$ cat src/rtl/basketball_game_ctrl.sv
// basketball_game_ctrl
// Game-level sequencer that sits above the 24 s shot-clock block. It owns the
// period clock (mm:ss in BCD), the quarter count and the horn, and turns the
// referee's start / whistle / possession pulses into reload and hold requests
// for the shot clock. It also blanks the shot clock when less game time than
// shot time remains.
//
// Ports:
//   clk, rst            system clock, synchronous active-high reset
//   start               one-cycle pulse, start or resume play
//   whistle             one-cycle pulse, stop play (beats start in the same cycle)
//   possession          one-cycle pulse, possession change
//   shot_expired        shot clock alarm level (high = shot clock at 0)
//   shot_h, shot_l      shot clock digits, BCD
//   shot_rst            reload request to the shot clock (high = reload 24)
//   shot_pause          hold request to the shot clock
//   run                 game clock running
//   min_h..sec_l        period clock digits, BCD
//   quarter             current period, 1..NUM_QTR
//   horn                end-of-period / violation horn
//   shot_off            shot clock display should be blanked
module basketball_game_ctrl #(
  parameter int CLK_DIV  = 50000000,
  parameter int QTR_MIN  = 12,
  parameter int NUM_QTR  = 4,
  parameter int HORN_LEN = 8
) (
  input  logic       clk,
  input  logic       rst,
  input  logic       start,
  input  logic       whistle,
  input  logic       possession,
  input  logic       shot_expired,
  input  logic [3:0] shot_h,
  input  logic [3:0] shot_l,
  output logic       shot_rst,
  output logic       shot_pause,
  output logic       run,
  output logic [3:0] min_h,
  output logic [3:0] min_l,
  output logic [3:0] sec_h,
  output logic [3:0] sec_l,
  output logic [2:0] quarter,
  output logic       horn,
  output logic       shot_off
);

  localparam int PW = $clog2(CLK_DIV);
  localparam int HW = $clog2(HORN_LEN + 1);
  localparam logic [PW-1:0] PRESC_MAX   = PW'(CLK_DIV - 1);
  localparam logic [HW-1:0] HORN_RELOAD = HW'(HORN_LEN - 1);
  localparam logic [3:0]    QTR_TENS    = 4'(QTR_MIN / 10);
  localparam logic [3:0]    QTR_ONES    = 4'(QTR_MIN % 10);
  localparam logic [2:0]    LAST_QTR    = 3'(NUM_QTR);

  typedef enum logic [2:0] {
    ST_IDLE,
    ST_RUN,
    ST_STOP,
    ST_BREAK,
    ST_FINAL
  } state_t;

  state_t        state;
  logic [PW-1:0] presc;
  logic [HW-1:0] horn_cnt;

  logic       tick;
  logic       last_sec;
  logic       go;
  logic       poss_ok;
  logic       horn_trig;
  logic [3:0] dec_min_h;
  logic [3:0] dec_min_l;
  logic [3:0] dec_sec_h;
  logic [3:0] dec_sec_l;

  // Decode helpers shared by the FSM and the horn. A whistle in the same
  // cycle as start cancels the start. The BCD decrement borrows digit by
  // digit; it is never applied at 00:00 because the 00:01 tick leaves RUN.
  always_comb begin
    tick      = (presc == PRESC_MAX);
    last_sec  = (min_h == 4'd0) && (min_l == 4'd0) && (sec_h == 4'd0) && (sec_l == 4'd1);
    go        = start && !whistle;
    poss_ok   = possession && ((state == ST_RUN) || (state == ST_STOP) || (state == ST_BREAK));
    horn_trig = (state == ST_RUN) && (shot_expired || (tick && last_sec));

    dec_min_h = min_h;
    dec_min_l = min_l;
    dec_sec_h = sec_h;
    dec_sec_l = sec_l - 4'd1;
    if (sec_l == 4'd0) begin
      dec_sec_l = 4'd9;
      if (sec_h == 4'd0) begin
        dec_sec_h = 4'd5;
        if (min_l == 4'd0) begin
          dec_min_l = 4'd9;
          dec_min_h = min_h - 4'd1;
        end else begin
          dec_min_l = min_l - 4'd1;
        end
      end else begin
        dec_sec_h = sec_h - 4'd1;
      end
    end
  end

  // Game FSM. run / shot_pause / shot_rst are written alongside the state so
  // they change on the same edge as the transition. In RUN the prescaler
  // advances on every edge, including the one that leaves RUN; the period-end
  // tick outranks whistle and shot expiry so only one horn is raised.
  always_ff @(posedge clk) begin
    if (rst) begin
      state      <= ST_IDLE;
      presc      <= '0;
      quarter    <= 3'd1;
      min_h      <= QTR_TENS;
      min_l      <= QTR_ONES;
      sec_h      <= 4'd0;
      sec_l      <= 4'd0;
      run        <= 1'b0;
      shot_pause <= 1'b1;
      shot_rst   <= 1'b1;
    end else begin
      shot_rst <= poss_ok;
      case (state)
        ST_IDLE: begin
          shot_rst <= 1'b1;
          if (go) begin
            state      <= ST_RUN;
            run        <= 1'b1;
            shot_pause <= 1'b0;
            shot_rst   <= 1'b0;
          end
        end

        ST_RUN: begin
          presc <= tick ? '0 : presc + PW'(1);
          if (tick) begin
            min_h <= dec_min_h;
            min_l <= dec_min_l;
            sec_h <= dec_sec_h;
            sec_l <= dec_sec_l;
          end
          if (tick && last_sec) begin
            run        <= 1'b0;
            shot_pause <= 1'b1;
            if (quarter < LAST_QTR) begin
              state <= ST_BREAK;
            end else begin
              state    <= ST_FINAL;
              shot_rst <= 1'b1;
            end
          end else if (whistle || shot_expired) begin
            state      <= ST_STOP;
            run        <= 1'b0;
            shot_pause <= 1'b1;
          end
        end

        // The prescaler is left untouched here so a fractional second survives.
        ST_STOP: begin
          if (go) begin
            state      <= ST_RUN;
            run        <= 1'b1;
            shot_pause <= 1'b0;
          end
        end

        ST_BREAK: begin
          if (go) begin
            state      <= ST_RUN;
            quarter    <= quarter + 3'd1;
            min_h      <= QTR_TENS;
            min_l      <= QTR_ONES;
            sec_h      <= 4'd0;
            sec_l      <= 4'd0;
            presc      <= '0;
            run        <= 1'b1;
            shot_pause <= 1'b0;
            shot_rst   <= 1'b1;
          end
        end

        ST_FINAL: begin
          shot_rst <= 1'b1;
        end

        default: begin
          state <= ST_IDLE;
        end
      endcase
    end
  end

  // Horn timer: horn_cnt holds the cycles still to come after the current
  // one, so a trigger yields exactly HORN_LEN high cycles. A retrigger while
  // sounding simply reloads the count.
  always_ff @(posedge clk) begin
    if (rst) begin
      horn     <= 1'b0;
      horn_cnt <= '0;
    end else if (horn_trig) begin
      horn     <= 1'b1;
      horn_cnt <= HORN_RELOAD;
    end else if (horn_cnt != '0) begin
      horn_cnt <= horn_cnt - HW'(1);
    end else begin
      horn <= 1'b0;
    end
  end

  // Blank the shot clock once the game time left is under the shot time.
  // Concatenated BCD digits compare in the same order as the values.
  always_ff @(posedge clk) begin
    if (rst) begin
      shot_off <= 1'b0;
    end else begin
      shot_off <= (min_h == 4'd0) && (min_l == 4'd0) && ({sec_h, sec_l} < {shot_h, shot_l});
    end
  end

endmodule

$ cat config.mk
export PLATFORM = sky130hd
export DESIGN_NAME = basketball_game_ctrl
export DESIGN_NICKNAME = d
export VERILOG_FILES = /design/src/rtl/basketball_game_ctrl.sv
export SDC_FILE = /design/constraint.sdc
export NUM_CORES = 1
export LEC_CHECK = 0
export BUFFER_PORTS_ARGS = -buffer_cell sky130_fd_sc_hd__buf_2
export CORE_AREA = 4 4 112 61
export CTS_BUF_LIST = sky130_fd_sc_hd__clkbuf_8 sky130_fd_sc_hd__clkbuf_16
export DETAILED_ROUTE_END_ITERATION = 8
export DIE_AREA = 0 0 116 65
export PLACE_DENSITY = 0.77
export SYNTH_ARGS = -nofsm -noshare
export SYNTH_HDL_FRONTEND = slang
export SYNTH_SLANG_ARGS = --single-unit
$ cat constraint.sdc
create_clock -name clk -period 2.5 [get_ports clk]
set_input_delay 0.5 -clock clk [delete_from_list [all_inputs] [get_ports clk]]
set_output_delay 0.5 -clock clk [all_outputs]
set_load 0.005 [all_outputs]
==> impl_metrics.toml <==
[timing]
period_needed_ps = 2270
drv_slew = 0
finalHoldViolations = 0
finClkSkew_ps = 5.59
worst_pin_slew_ps = 594
relSlewSlack_pct = 60.3
fmax_ghz = 0.441
period_share_pct = 90.6
fin_ws_ps = 234
tns_ps = 0
setup_viol = 0
grt_setup_unrepaired = "no"

[placement]
placed_area_sq_um = 3600
dp_slack_ps = 220
hpwl_um = 6310
dp_cells = 511
place_congestion = 0.927
io_buffers = 37

[logic_synthesis]
synth-seq-cells = 57
synth_edf_count = 0
synthArstFlopShare_pct = 0
synth_area_sq_um = 3290
synth_top_cell_area_share_pct = 34.7
ys_seq_area_share_pct = 34.7
yosysTopAreaCell = "dfxtp_1"
syn_avg_cell_area_sq_um = 8.30
yosysWarnings = 0
ys_types = 61
synth_ff_type = "dfxtp_1"
synth.top_cells.by_area = "dfxtp_1 35%, ha_1 5.7%, nor2_1 4.6%"
synth_fp_nets = 425
synthCells = 396

[clock_tree]
post_cts_buffers = 0
cts_tree = "built"
postCtsHoldBufs = 0
path_clk_slew_ps = 50
worstSkewPairLatency_ps = 320
clockBufferDepth = 2
numCtsBuffers = 9
cts_root_buf = "clkbuf_16"
cts.sinks = 57
htreeDepth = 3

[status]
outcome = "completed"

[layout]
final_cell_mix = "57 x dfxtp_1, 40 x nor2_1, 37 x buf_2, 31 x nand2_1, 27 x inv_1"
final_area_sq_um = 3890
diodes = 0
syn2layout_area_growth_pct = 18.4
stdcell_count = 527
final_common_cell = "dfxtp_1"
drive_gt1_share_pct = 18.2
nNetsFinal = 474
fill_cells = 503

[setup_path]
start_kind = "flop"
cpPeakStageDelay_ps = 530
path_cells = "inv_1, ha_1, nor3b_1, and2_1, o21ai_0, or4_1, a21oi_1"
r2r_start = "sec_l[1]$_SDFFE_PP0P_"
cp_slowest_cell = "nor3b_1"
cp.required_ps = 2740
critPathBufInv = 1
r2r_setup_slack_ps = 230
path_max_fanout = 6
crit_family = "simple AND/OR/NAND/NOR gates"
rr_worst_depth = 7
crit_type = "reg2reg"
timing.rr.end = "min_l[0]$_SDFFE_PP0P_"
worstPathArrival_ps = 2510
end_kind = "flop"

[job]
max_cap_violations = 0

[floorplanning]
start_util_pct = 56.1
die-area_sq_um = 7540
die_w_um = 116
std_cell_rows = 20
coreArea_sq_um = 5860
ios = 38
die_h_um = 65

[power]
p_leak_nw = 1.58
peakVddDrop_v = 0.000563
power_mw = 2.44
p_per_area_nw_per_um2 = 626

[route]
via_per_inst = 6.03
vias = 3177
first_pass_iters = 5
routedWlPerCell_um = 16.0
ant_nets = 0
drc = 0
first_iter_violations = 368
routed_wl_um = 8450

[min_path]
min_from = "run$_SDFFE_PP0P_"
holdPathStages = 2
hold-path-endpoint = "run$_SDFFE_PP0P_"
hold_path.class = "reg2reg"

[grt]
grt_pass1_vias = 2824
grt_overflow = 0
grt.total_usage_pct = 24.2
grt_max_degree = 24
antenna_found_initial = 0
grt_pass1_wl_um = 14200
-- synthesized netlist by cell type, drive strengths merged (11+ instances only) --
| master | count |
|---|---|
| nand3 | 16 |
| a21oi | 25 |
| o21ai | 22 |
| ha | 15 |
| xnor2 | 11 |
| nor2 | 40 |
| nand2 | 33 |
| dfxtp | 57 |
| nand4 | 12 |
| inv | 24 |
-- logic make-up after synthesis --
logic type,synth area share [%]
flip-flops,34.7
buffers and inverters,5.90
AND/OR/NAND/NOR,29.5
adder cells (fa/ha/maj),5.71
multiplexers,1.60
AO/OA/AOI/OAI,17.8
XOR/XNOR,4.80
-- how the worst max path moves through the flow --
stage	from	end	slack, ps	depth (start not counted)
floorplan	whistle	presc[15]$_SDFFE_PP0P_	450	5
global placement	whistle	presc[25]$_SDFFE_PP0P_	300	6
detailed placement	whistle	presc[15]$_SDFFE_PP0P_	220	6
CTS	sec_h[0]$_SDFFE_PP0P_	horn_cnt[1]$_SDFFE_PP0P_	150	7
global route	sec_l[1]$_SDFFE_PP0P_	min_l[0]$_SDFFE_PP0P_	50	7
finish	sec_l[1]$_SDFFE_PP0P_	min_l[0]$_SDFFE_PP0P_	230	7
-- layer usage --
metal  wire length [um]  track usage (%)  up-vias  part of all wire (%)
li1                   -                -     1546                     -
met1               4200             37.7     1459                    50
met2               3280             31.4      161                    39
met3                896             7.46       11                    11
met4                 74             6.08        0                  0.88
met5                  0                0        -                     0
-- power breakdown --
part           switching [mW]  total [mW]  internal (mW)
combinational           0.156       0.280          0.123
sequential             0.0320       0.982          0.950
clock                   0.393        1.17          0.781
total                   0.581        2.44           1.85
-- state kept, by name, indices dropped and copies added, names as in the netlist, 3 cells and up --
register  count
min_h         4
state         3
quarter       3
sec_h         4
presc        26
horn_cnt      4
sec_l         4
min_l         4
-- stage by stage --
step	hold WS (ps)	util (%)
after floorplan	452	-
after detailed placement	453	61.4
after global routing	484	66.5
after global placement	444	61.4
after CTS	457	66.4
final	459	66.5
-- what timing repair did --
| item | in CTS | in global routing |
|---|---|---|
| setup endpoints to repair | 0 | 4 |
| resized for setup | 0 | 1 |
| hold endpoints to repair | 0 | 0 |
-- final cells by class --
type                    count  area (sq um)  share of cell area (%)
multi-input cells         300          1960                    50.3
flip-flops and latches     57          1140                    29.3
repair buffers             53           318                    8.16
clock buffers              10           239                    6.14
well taps                  77          96.3                    2.48
inverters                  24          90.1                    2.31
clock inverters             6          51.3                    1.32
-- worst reg2reg max path: cells and delay by family, from the launching register on --
family                   cells  cell delay (ps)
AND/OR/NAND/NOR              3             1190
adder cells (fa/ha/maj)      1              210
AO/OA/AOI/OAI                2              340
buffers and inverters        1              100
flip-flops                   1              360
(Power assumes the default switching activity.)
